==> src/rtl/actigraphy_counts_mc.sv <==
// ---------------------------------------------------------------------------
// actigraphy_counts_mc
//
// Purpose
//   Turns a stream of pre-filtered, signed multi-axis accelerometer samples
//   into epoch activity counts, in three pipeline stages:
//     stage 0 : per-channel |x| and a running peak over each peak window.
//     stage 1 : on the last sample of a window, the channel peaks are
//               combined (max or sum) and registered with a window-done pulse.
//     stage 2 : the combined peaks of EPOCH_LEN windows are accumulated. The
//               final sum is latched with an epoch-done pulse.
//     stage 3 : result = max(sum - BIAS, 0) * SCALE >> 6 goes to o_count
//               together with o_valid.
//   o_valid rises exactly 3 cycles after the i_valid cycle that carried the
//   final sample of an epoch.
//
// Handshake
//   i_valid qualifies i_accel (and i_mode on a window's last sample) for that
//   one cycle only. There is no back-pressure in either direction. o_valid is
//   a one-cycle pulse that is never stalled or dropped. o_count holds its
//   value between pulses.
//
// Configuration
//   ACTI_COUNT_SATURATE_EN : when defined, results above 2^OUT_W-1 clamp to
//   2^OUT_W-1 and raise o_sat with o_valid. When undefined, o_count is the
//   low OUT_W bits of the result and o_sat is tied low.
//
// Ports
//   clk      in   1            sole clock, rising edge
//   reset    in   1            synchronous, active-high
//   i_accel  in   N_CH*DATA_W  signed samples, channel k at [k*DATA_W +: DATA_W]
//   i_valid  in   1            sample qualifier
//   i_mode   in   1            0 = max across channels, 1 = sum across channels
//   i_sync   in   1            restart window/epoch alignment (pulse)
//   o_count  out  OUT_W        epoch activity count
//   o_valid  out  1            qualifies o_count (one-cycle pulse)
//   o_sat    out  1            result exceeded 2^OUT_W-1 (with o_valid)
// ---------------------------------------------------------------------------
module actigraphy_counts_mc #(
    parameter int N_CH        = 3,
    parameter int DATA_W      = 8,
    parameter int PEAK_WINDOW = 50,
    parameter int EPOCH_LEN   = 15,
    parameter int BIAS        = 18,
    parameter int SCALE       = 64,
    parameter int OUT_W       = 8
) (
    input  logic                   clk,
    input  logic                   reset,
    input  logic [N_CH*DATA_W-1:0] i_accel,
    input  logic                   i_valid,
    input  logic                   i_mode,
    input  logic                   i_sync,
    output logic [OUT_W-1:0]       o_count,
    output logic                   o_valid,
    output logic                   o_sat
);

    localparam int CW    = DATA_W + 1;
    localparam int ACC_W = DATA_W + 1 + $clog2(EPOCH_LEN) + 1;
    localparam int WIN_W = (PEAK_WINDOW > 1) ? $clog2(PEAK_WINDOW) : 1;
    localparam int EP_W  = (EPOCH_LEN > 1) ? $clog2(EPOCH_LEN) : 1;
    localparam int PRD_W = ACC_W + 8;
    localparam int RES_W = PRD_W - 6;
    localparam int RW    = (RES_W > OUT_W) ? RES_W : OUT_W + 1;

    localparam logic [7:0]        SCALE_Q  = SCALE[7:0];
    localparam logic [ACC_W-1:0]  BIAS_Q   = ACC_W'(BIAS);
    localparam logic [WIN_W-1:0]  WIN_LAST = WIN_W'(PEAK_WINDOW - 1);
    localparam logic [EP_W-1:0]   EP_LAST  = EP_W'(EPOCH_LEN - 1);

    // ------------------------------------------------------------------
    // Stage 0: magnitudes and running peaks
    // ------------------------------------------------------------------
    logic [DATA_W-1:0] mag  [N_CH];
    logic [DATA_W-1:0] cand [N_CH];
    logic [DATA_W-1:0] peak [N_CH];
    logic [WIN_W-1:0]  win_cnt;
    logic [WIN_W-1:0]  win_pos;
    logic              win_first;
    logic              win_last;
    logic [CW-1:0]     comb_max;
    logic [CW-1:0]     comb_sum;
    logic [CW-1:0]     comb_val;

    // i_sync makes this cycle's sample position 0 of a fresh window.
    assign win_pos   = i_sync ? '0 : win_cnt;
    assign win_first = (win_pos == '0);
    assign win_last  = (win_pos == WIN_LAST);

    always_comb begin
        for (int k = 0; k < N_CH; k++) begin
            logic [DATA_W-1:0] s;
            s = i_accel[k*DATA_W +: DATA_W];
            mag[k] = s;
            if (s[DATA_W-1]) begin
                // Most negative code has no positive twin; pin it to max positive.
                if (s == {1'b1, {(DATA_W-1){1'b0}}})
                    mag[k] = {1'b0, {(DATA_W-1){1'b1}}};
                else
                    mag[k] = ~s + DATA_W'(1);
            end
        end
    end

    // Candidate peak includes the current sample, so the window's last sample
    // takes part in the combined value without an extra cycle.
    always_comb begin
        for (int k = 0; k < N_CH; k++) begin
            cand[k] = mag[k];
            if (!win_first && (peak[k] > mag[k]))
                cand[k] = peak[k];
        end
    end

    always_comb begin
        comb_max = '0;
        comb_sum = '0;
        for (int k = 0; k < N_CH; k++) begin
            comb_sum = comb_sum + CW'(cand[k]);
            if (CW'(cand[k]) > comb_max)
                comb_max = CW'(cand[k]);
        end
        comb_val = i_mode ? comb_sum : comb_max;
    end

    // ------------------------------------------------------------------
    // Stage 0 state + stage 1 register
    // ------------------------------------------------------------------
    logic          win_done;
    logic [CW-1:0] win_peak;

    always_ff @(posedge clk) begin
        if (reset) begin
            win_cnt  <= '0;
            win_done <= 1'b0;
            win_peak <= '0;
            for (int k = 0; k < N_CH; k++)
                peak[k] <= '0;
        end else begin
            win_done <= 1'b0;
            if (i_valid) begin
                for (int k = 0; k < N_CH; k++)
                    peak[k] <= cand[k];
                if (win_last) begin
                    win_cnt  <= '0;
                    win_done <= 1'b1;
                    win_peak <= comb_val;
                end else begin
                    win_cnt <= win_pos + WIN_W'(1);
                end
            end else if (i_sync) begin
                win_cnt <= '0;
                for (int k = 0; k < N_CH; k++)
                    peak[k] <= '0;
            end
        end
    end

    // ------------------------------------------------------------------
    // Stage 2: epoch accumulator
    // ------------------------------------------------------------------
    logic [ACC_W-1:0] acc;
    logic [ACC_W-1:0] acc_next;
    logic [EP_W-1:0]  ep_cnt;
    logic             ep_end;
    logic             ep_done;
    logic [ACC_W-1:0] ep_sum;

    assign acc_next = acc + ACC_W'(win_peak);
    assign ep_end   = win_done && (ep_cnt == EP_LAST);

    always_ff @(posedge clk) begin
        if (reset) begin
            acc     <= '0;
            ep_cnt  <= '0;
            ep_done <= 1'b0;
            ep_sum  <= '0;
        end else begin
            ep_done <= 1'b0;
            // A completing epoch finishes even when i_sync lands on the same
            // cycle; a non-final window pulse under i_sync belongs to the
            // abandoned alignment and is dropped.
            if (ep_end) begin
                ep_sum  <= acc_next;
                ep_done <= 1'b1;
            end
            if (i_sync || ep_end) begin
                acc    <= '0;
                ep_cnt <= '0;
            end else if (win_done) begin
                acc    <= acc_next;
                ep_cnt <= ep_cnt + EP_W'(1);
            end
        end
    end

    // ------------------------------------------------------------------
    // Stage 3: bias, gain, output register
    // ------------------------------------------------------------------
    logic [ACC_W-1:0] diff;
    logic [PRD_W-1:0] prod;
    logic [RW-1:0]    res_w;
    logic [OUT_W-1:0] count_c;
    logic             sat_c;
    logic             unused_bits;

    assign diff  = (ep_sum > BIAS_Q) ? (ep_sum - BIAS_Q) : '0;
    assign prod  = PRD_W'(diff) * PRD_W'(SCALE_Q);
    // Q2.6 gain: drop the six fraction bits.
    assign res_w = RW'(prod[PRD_W-1:6]);
    assign unused_bits = ^{prod[5:0], res_w[RW-1:OUT_W]};

`ifdef ACTI_COUNT_SATURATE_EN
    assign sat_c   = |res_w[RW-1:OUT_W];
    assign count_c = sat_c ? {OUT_W{1'b1}} : res_w[OUT_W-1:0];
`else
    assign sat_c   = 1'b0;
    assign count_c = res_w[OUT_W-1:0];
`endif

    logic sat_q;

    always_ff @(posedge clk) begin
        if (reset) begin
            o_count <= '0;
            o_valid <= 1'b0;
            sat_q   <= 1'b0;
        end else begin
            o_valid <= ep_done;
            sat_q   <= ep_done & sat_c;
            if (ep_done)
                o_count <= count_c;
        end
    end

`ifdef ACTI_COUNT_SATURATE_EN
    assign o_sat = sat_q;
`else
    assign o_sat = 1'b0;
    logic unused_sat;
    assign unused_sat = sat_q;
`endif

endmodule

==> config.mk <==
export PLATFORM = sky130hd
export DESIGN_NAME = actigraphy_counts_mc
export DESIGN_NICKNAME = d
export VERILOG_FILES = /design/src/rtl/actigraphy_counts_mc.sv
export SDC_FILE = /design/constraint.sdc
export NUM_CORES = 1
export LEC_CHECK = 0
export BUFFER_PORTS_ARGS = -buffer_cell sky130_fd_sc_hd__buf_2
export CORE_MARGIN = 4
export CORE_UTILIZATION = 55
export CTS_CLUSTER_DIAMETER = 100
export DETAILED_ROUTE_END_ITERATION = 10
export GPL_TIMING_DRIVEN = 0
export HOLD_SLACK_MARGIN = 0.1
export PLACE_DENSITY = 0.76
export RECOVER_POWER = 50
export SYNTH_ARGS = -nofsm -noshare
export SYNTH_HDL_FRONTEND = slang
export SYNTH_SLANG_ARGS = --single-unit
==> constraint.sdc <==
create_clock -name clk -period 8.15 [get_ports clk]
set_input_delay 1.63 -clock clk [delete_from_list [all_inputs] [get_ports clk]]
set_output_delay 1.63 -clock clk [all_outputs]
set_load 0.05 [all_outputs]
## Yosys cells after proc, flatten, opt, wreduce, memory -nomap -nowiden

Memory sizes are Yosys's and may differ from the RTL's.
Index checks and enable logic that the tools add are counted.
Widths: inputs -> output; s select.

| operators by class | value |
|---|---|
| multiplexer cells | 34 |
| magnitude comparators | 7 |
| reduce and logical (&&, ||, !) cells | 10 |
| eq/ne operators | 5 |
| bitwise gates (word level) | 10 |
| $add $sub $neg | 9 |

Operator list:

| cell | number |
|---|---|
| $mux 8 | 17 |
| $mux 9 | 3 |
| $add 8x1->8 const B | 3 |
| $eq 8x8->1 const B | 3 |
| $gt 8x8->1 | 3 |
| $not 8->8 | 3 |
| $gt 8x9->1 | 2 |
| $mux 6 | 3 |
| $add 14x9->14 | 1 |
| $gt 14x5->1 const B | 1 |
| $mux 1 | 11 |
| $add 8x8->9 | 1 |
| $add 9x8->9 | 1 |
| $gt 8x1->1 const B | 1 |
| $sub 8x5->8 const B | 1 |
| $add 6x1->6 const B | 1 |
| $eq 6x6->1 const B | 1 |
| $logic_not 6->1 | 1 |
| $or 1x1->1 | 6 |
| $add 4x1->4 const B | 1 |
| $eq 4x4->1 const B | 1 |
| $logic_and 1x1->1 | 4 |
| $reduce_or 2->1 | 2 |
| $reduce_and 2->1 | 1 |
| other kinds (3) | 3 |

| word-level totals | value |
|---|---|
| logic and storage cells | 85 |
| bits in writable memories | 24 |
| memories | 1 |
| register bits | 58 |

Memories:

| name | words | bits a word | read ports | clocked after memory_dff | write ports | line | RTL |
|---|---|---|---|---|---|---|---|
| peak | 3 | 8 | 3 | 0 | 3 | 77 | `logic [DATA_W-1:0] peak [N_CH];` |

## Depth between registers and ports, before layout

Gate-level depths: netlist of the first run.

| depth | value |
|---|---|
| word-level depth | 14 |
| gate-level depth with buffers | 31 |
| mapped depth without buffers | 30 |

## Worst setup path before layout of the first run

Ideal clock, no wire load.

| timing path | value |
|---|---|
| path kind | input port to flip-flop |
| start point | input i_accel[10] |
| end point | register win_peak[2] |
| cell stages on the path | 27 |
| data arrival time | 6.614 ns |
| setup slack | 1.411 ns |
| cell sequence | or3_1 -> nor3_2 -> nand3_1 -> o211ai_1 -> inv_1 -> ha_1 -> nor2b_1 -> o211ai_1 -> a21oi_1 -> o221ai_4 -> mux2i_1 -> inv_1 -> ha_1 -> a2111oi_0 -> o21ai_0 -> o2111ai_1 -> a21oi_1 -> buf_2 -> mux2_2 -> ha_1 -> nand2_1 -> o21ai_0 -> o2111ai_1 -> a21oi_2 -> inv_1 -> mux2i_1 -> o2bb2ai_1 |

RTL lines:

| item | line | RTL |
|---|---|---|
| start, declared | 50 | `input logic [N_CH*DATA_W-1:0] i_accel,` |
| end signal, assigned | 148 | `win_peak <= comb_val;` |
| end, declared | 131 | `logic [CW-1:0] win_peak;` |

## Worst setup path after layout of the first run

| timing path | value |
|---|---|
| start point | input i_accel[0] |
| end point | register win_peak[2] |

| between the ends | value |
|---|---|
| longest elaborated chain between the ends | 14 |

RTL lines:

| item | line | RTL |
|---|---|---|
| $not 8->8 | 101 | `mag[k] = ~s + DATA_W'(1);` |
| $add 8x1->8 | 101 |  |
| $mux 8 | 98 | `if (s == {1'b1, {(DATA_W-1){1'b0}}})` |
| $mux 8 (*) | 96 | `if (s[DATA_W-1]) begin` |
| $gt 8x8->1 | 111 | `if (!win_first && (peak[k] > mag[k]))` |
| $logic_and 1x1->1 | 111 |  |
| $mux 8 (*) | 111 |  |
| $gt 8x1->1 | 121 | `if (CW'(cand[k]) > comb_max)` |
| $mux 8 | 121 |  |
| $gt 8x9->1 | 121 |  |
| $mux 9 | 121 |  |
| $gt 8x9->1 | 121 |  |
| $mux 9 | 121 |  |
| $mux 9 (*) | 124 | `comb_val = i_mode ? comb_sum : comb_max;` |

Every way passes the cells marked *; elsewhere a longest branch is shown, timed or not.
A chain may end at the register's enable or synchronous reset.

==> results of run 1 <==
==> worst max-delay path, cell delays in order <==
cell and delay (ps):
buf_2 100, inv_1 70, ha_1 210, or3b_4 430, o311ai_0 270, o21ai_0 200
ha_1 340, nand4_1 190, a21oi_1 280, o221ai_4 250, mux2i_1 390, ha_1 330
a2111oi_0 390, o21ai_0 170, o2111ai_1 140, a21oi_1 130, buf_2 210, mux2_2 320
ha_1 280, nand2_1 70, o21ai_0 200, o2111ai_1 150, a21oi_2 450, inv_1 250
mux2i_1 170, o2bb2ai_1 150
==> placed cells by master (no fill, tap or decap), types with 3 or more instances in the layout <==
cell and instances:
inv_1 74, nor2_1 70, nand2_1 65, ha_1 65, dfxtp_1 58, a21oi_1 49
o21ai_0 36, mux2i_1 28, clkbuf_1 27, buf_2 27, edfxtp_1 24, xor2_1 23
nand3_1 18, nor2b_1 17, xnor2_1 14, nand4_1 12, clkbuf_8 11, fa_1 10
nand2b_1 9, a211oi_1 9, nor3_1 8, or3_1 7, nor4_1 6, o211ai_1 6
o21a_1 6, mux2_2 6, and3_1 6, o21ai_1 5, a31oi_1 5, o31ai_1 4
o2111ai_1 3, a21o_1 3
==> worst paths after layout <==
path	to	slack (ps)
max	win_peak[2]$_SDFFE_PP0P_	590
min	ep_sum[9]$_SDFFE_PP0P_	460
max reg2reg	win_peak[2]$_SDFFE_PP0P_	2590
min reg2reg	ep_sum[9]$_SDFFE_PP0P_	460
==> cell type report <==
type | instances | area share (%)
Timing Repair Buffer | 34 | 2.37
Multi-Input combinational cell | 533 | 57.5
Clock inverter | 4 | 0.809
Sequential cell | 82 | 28.3
Tap cell | 140 | 2.63
Clock buffer | 12 | 2.50
Buffer | 24 | 1.67
Inverter | 74 | 4.18
==> sequential cells by signal, summed over array words and instances, names as in the netlist <==
name	flops
peak	24
acc	14
ep_sum	14
win_peak	9
o_count	8
win_cnt	6
ep_cnt	4
ep_done	1
o_valid	1
win_done	1
==> metal layers <==
metal	global-route usage, %	vias to the layer above	part of all wire [%]
met1	29.8	2466	47
li1	-	2599	-
met3	3.90	21	4.1
met4	7.29	0	1.7
met2	35.8	138	47
met5	0	-	0
==> metrics by stage <==
stage	util, %	hold WS [ps]
2_1_floorplan	-	432
4_1_cts	61.5	463
3_5_place_dp	59.4	452
6_report	61.3	462
5_1_grt	61.3	490
3_3_place_gp	59.4	442
==> power groups by stage <==
| stage | Clock [W] | Sequential, W | Combinational (W) |
|---|---|---|---|
| 2_1_floorplan | 0 | 0.000442 | 0.000224 |
| 3_3_place_gp | 0 | 0.000443 | 0.000290 |
| 3_5_place_dp | 0 | 0.000444 | 0.000298 |
| 4_1_cts | 0.000329 | 0.000435 | 0.000303 |
| 5_1_grt | 0.000346 | 0.000436 | 0.000342 |
| 6_report | 0.000325 | 0.000435 | 0.000306 |
==> kinds of logic after synthesis <==
| family | Yosys count |
|---|---|
| AOI/OAI and AO/OA | 151 |
| and+or+nand+nor | 234 |
| DFF | 82 |
| xor gates and xnor gates | 37 |
| adders and majority gates | 75 |
| buffers and inverters | 98 |
| muxes | 35 |
| other | 1 |
==> results.json, run 1 <==
{
  "syn_to_final_growth_pct": 9.05,
  "synth.area.mux_share_pct": 5.93,
  "setup_violations": 0,
  "start_util_pct": 56.3,
  "die_y_um": 113,
  "finalHoldViolCount": 0,
  "syn_inst": 713,
  "synth_xor_area_share_pct": 5.31,
  "synth.distinct_cells": 68,
  "fp.coreArea_um2": 10800,
  "synth_simple_gate_area_share_pct": 18.7,
  "die-area_um2": 12800,
  "slew_headroom_pct": 22.0,
  "drt-total-wl_um": 13800,
  "regArea_um2": 1880,
  "root_buffer": "clkbuf_8",
  "hold_path_depth": 2,
  "startpoint": "i_accel[0]",
  "cts.repair.resized": 0,
  "fin_skew_ps": 17.5,
  "fmax_mhz": 132,
  "synth_top_family_by_area": "simple AND/OR/NAND/NOR gates",
  "numCtsBuffers": 9,
  "port_buffers": 34,
  "tightest_slew_ps": 1170,
  "synthAdderAreaFrac_pct": 16.6,
  "worst_ep_arrival_time_ps": 7790,
  "synth_top_area_share_pct": 19.0,
  "startpoint_type": "input port",
  "synth_common_cells": "inv_1, nor2_1, ha_1, nand2_1, dfxtp_1",
  "postCtsSetupRepairBufs": 0,
  "timing.rr.start": "peak[0][9]$_SDFFCE_PP0P_",
  "critPathCaptureType": "flip-flop",
  "pin_count": 39,
  "cts_tree": "built",
  "period_minus_slack_ps": 7560,
  "h-tree-depth": 3,
  "post_route_cells_drive_above_1_share_pct": 8.78,
  "drv_slew": 0,
  "gp_congestion": 0.905,
  "final_nets": 862,
  "fillCellCount": 933,
  "die_w_um": 113,
  "pwr-share-comb_pct": 28.7,
  "grt.total_usage_pct": 22.1,
  "synth-main-ff-cell": "dfxtp_1",
  "synth_area_leader_cell": "dfxtp_1",
  "critPathRequiredTime_ps": 8380,
  "grt_max_degree": 26,
  "drt_iter0_drc": 358,
  "synth_seq_area_share_pct": 30.9,
  "ys_warn_count": 0,
  "yosys_register_bits": 82,
  "crit_type": "in -> reg",
  "syn_nets": 817,
  "min_path_type": "reg -> reg",
  "viasPerCell": 5.79,
  "synth_compound_area_share_pct": 16.1,
  "synth.most_common_cell": "inv_1",
  "seq_power_share_pct": 40.8,
  "setup_ws_ps": 594,
  "dp_hpwl_um": 10900,
  "critPathMaxFanout": 10,
  "synth-edff-count": 24,
  "cts_hold_buf": 0,
  "grt-ovfl-total": 0,
  "leakagePower_nw": 2.92,
  "grt_antenna_before_repair": 0,
  "max_cap_violations": 0,
  "clockPowerShare_pct": 30.5,
  "holdCritStartpoint": "ep_sum[9]$_SDFFE_PP0P_",
  "vdd_drop_max_mv": 0.0852,
  "status": "finished clean",
  "rows": 38,
  "vias": 5224,
  "synthTopCellsByArea": "dfxtp_1, ha_1, edfxtp_1",
  "avgSynthCellArea_um2": 8.55,
  "drc_errors": 0,
  "insertion_delay_ps": 370,
  "setup_tns_ps": 0,
  "dp.cells": 887,
  "power_w": 0.00107,
  "clk_pin_slew_ps": 80,
  "finalCritPeriodShare_pct": 92.7,
  "finalInstanceArea_um2": 6650,
  "p_switching_w": 0.000344,
  "multi_input_comb_area_um2": 3830,
  "power.share.switching_pct": 32.3,
  "first_pass_iters": 5,
  "drtAntennaViolNets": 0,
  "grt_setup_unrepaired": "false",
  "wl_per_cell_um": 15.3,
  "cts.sinks": 82,
  "ys_async_sr_fraction_pct": 0,
  "r2r_cells": 22,
  "grt_pass1_vias": 5014,
  "syn_area_um2": 6100,
  "final_cells": 903,
  "clockBufferDepth": 2,
  "powerDensity_nw_per_um2": 160,
  "grt_pass1_wl_um": 23100,
  "pre_cts_ws_ps": 324,
  "intPower_w": 0.000722,
  "n_antenna_cell": 0,
  "dpl_cell_area_um2": 6440
}
Note: power is estimated with default switching activity, not from simulation.
==> run 2, diff against run 1 <==
--- a/config.mk
+++ b/config.mk
@@ -7,12 +7,12 @@
 export LEC_CHECK = 0
 export BUFFER_PORTS_ARGS = -buffer_cell sky130_fd_sc_hd__buf_2
 export CORE_MARGIN = 4
-export CORE_UTILIZATION = 55
+export CORE_UTILIZATION = 35
 export CTS_CLUSTER_DIAMETER = 100
 export DETAILED_ROUTE_END_ITERATION = 10
 export GPL_TIMING_DRIVEN = 0
 export HOLD_SLACK_MARGIN = 0.1
-export PLACE_DENSITY = 0.76
+export PLACE_DENSITY = 0.54
 export RECOVER_POWER = 50
 export SYNTH_ARGS = -nofsm -noshare
 export SYNTH_HDL_FRONTEND = slang
==> run 2 against run 1 <==
Against the previous run:
- cell count grew 9.4%
- design area up 2.7%
- sequential power hardly changed
- via count decreased by 3.7%
- wire length rose by 0.65%
- first-iteration DRC count increased by 1.1%
- largest power group unchanged
- worst hold slack got worse by 1.4 ps
- flip-flop and latch count unchanged
- register-to-register slack better by 190 ps
- setup slack improved by 200 ps
==> results.json, run 2 (synthesized netlist as in run 1, its figures left out) <==
{
  "timing.rr.start": "peak[0][9]$_SDFFCE_PP0P_",
  "n_antenna_cell": 0,
  "slew_headroom_pct": 15.0,
  "insertion_delay_ps": 340,
  "grt.total_usage_pct": 14.7,
  "slowest_delay_ps": 440,
  "drtAntennaViolNets": 0,
  "largest_registers": "peak (24), acc (14), ep_sum (14)",
  "min_path_type": "reg -> reg",
  "critPathRequiredTime_ps": 8370,
  "tightest_slew_ps": 1280,
  "die_y_um": 140,
  "start_util_pct": 35.5,
  "pre_cts_ws_ps": 456,
  "setup_tns_ps": 0,
  "vdd_drop_max_mv": 0.0980,
  "clk_pin_slew_ps": 70,
  "crit_type": "in -> reg",
  "grt_max_degree": 26,
  "timing.rr.end": "win_peak[2]$_SDFFE_PP0P_",
  "holdCritStartpoint": "ep_sum[9]$_SDFFE_PP0P_",
  "worst_ep_arrival_time_ps": 7570,
  "largest-register": "peak",
  "setup.worst_path.end": "win_peak[2]$_SDFFE_PP0P_",
  "root_buffer": "clkbuf_16",
  "final_nets": 862,
  "leakagePower_nw": 2.95,
  "grt_pass1_vias": 4871,
  "rrSetupSlack_ps": 2780,
  "drc_errors": 0,
  "grt-ovfl-total": 0,
  "setup_ws_ps": 797,
  "cts_tree": "built",
  "rows": 48,
  "die-area_um2": 19600,
  "dp_hpwl_um": 10900,
  "drv_slew": 0,
  "grt_pass1_wl_um": 24000,
  "r2r_cells": 22,
  "powerDensity_nw_per_um2": 167,
  "finalHoldViolCount": 0,
  "drt-total-wl_um": 13900,
  "finalCritPeriodShare_pct": 90.2,
  "startpoint_type": "input port",
  "final_core_util_pct": 39.8,
  "first_pass_iters": 5,
  "h-tree-depth": 3,
  "clockBufferDepth": 2,
  "cts.repair.resized": 0,
  "mostFrequentLayoutCells": "inv_1, nor2_1, nand2_1, ha_1, dfxtp_1",
  "startpoint": "i_accel[0]",
  "period_minus_slack_ps": 7350,
  "grt_setup_unrepaired": "false",
  "fp.coreArea_um2": 17200,
  "fin_skew_ps": 7.95,
  "wl_per_cell_um": 14.1,
  "vias": 5030,
  "critPathMaxFanout": 10,
  "status": "finished clean",
  "drt_iter0_drc": 362,
  "postCtsSetupRepairBufs": 0,
  "critPathCaptureType": "flip-flop",
  "fmax_mhz": 136,
  "mostFrequentLayoutCell": "inv_1",
  "viasPerCell": 5.09,
  "pin_count": 39,
  "numCtsBuffers": 9,
  "max_cap_violations": 0,
  "crit_slowest_cell": "or3b_4",
  "syn_to_final_growth_pct": 12.0,
  "grt_antenna_before_repair": 0,
  "port_buffers": 34,
  "gp_congestion": 0.786,
  "cts.sinks": 82,
  "largest_reg_flops": 24,
  "post_route_cells_drive_above_1_share_pct": 8.91,
  "setup_violations": 0,
  "die_w_um": 140,
  "cts_hold_buf": 0
}
run 2: cell count changes in the layout (fill, tap and decap cells not counted):
cell / previous run / this run
bufinv_16: 1 / 0
clkinvlp_4: 0 / 2
clkinv_4: 1 / 0
inv_4: 1 / 0
inv_8: 0 / 3
clkbuf_1: 27 / 26
clkbuf_16: 1 / 9
clkbuf_8: 11 / 1
inv_6: 1 / 2
run 2: critical path: cells and delay by family:
kind            cells  cell delay [ps]
compound gates     13             2480
mux                 3              880
fa+ha+maj           4             1100
buf+inv             5              690
simple gates        4              760
run 2: area by class of cell:
class | count | area, µm²
flip-flops and latches | 82 | 1880
inverters | 74 | 278
multi-input cells | 533 | 3830
fillers | 1816 | 10300
repair buffers | 34 | 158
clock buffers | 9 | 225
plain buffers | 24 | 111
well taps | 225 | 282
clock inverters | 7 | 66.3
run 2: through the flow:
stage	cell area [µm²]	std cells	total power, W	hold slack [ps]
global placement	6550	972	0.000744	445
finish	6830	988	0.00114	461
global route	6830	988	0.00122	480
detailed placement	6550	972	0.000743	448
floorplan	6100	713	0.000666	432
CTS	6840	988	0.00115	459
run 2: layer usage:
layer | wire (µm) | track usage, % | vias to the layer above
li1 | - | - | 2591
met1 | 7090 | 21.3 | 2347
met2 | 6010 | 22.4 | 72
met3 | 536 | 2.19 | 20
met4 | 248 | 5.05 | 0
met5 | 0 | 0 | -
run 2: worst min-delay path by stage:
stage | endpoint | depth (start not counted) | slack, ps
after detailed placement | ep_sum[9]$_SDFFE_PP0P_ | 2 | 450
after global placement | ep_sum[9]$_SDFFE_PP0P_ | 2 | 440
after global routing | ep_sum[9]$_SDFFE_PP0P_ | 2 | 480
final | ep_sum[9]$_SDFFE_PP0P_ | 2 | 460
after CTS | ep_sum[9]$_SDFFE_PP0P_ | 2 | 460
after floorplan | ep_sum[9]$_SDFFE_PP0P_ | 2 | 430
run 2: power by group:
part | switching [W] | internal [W]
clock | 0.000190 | 0.000215
sequential | 0.00000502 | 0.000430
combinational | 0.000179 | 0.000121
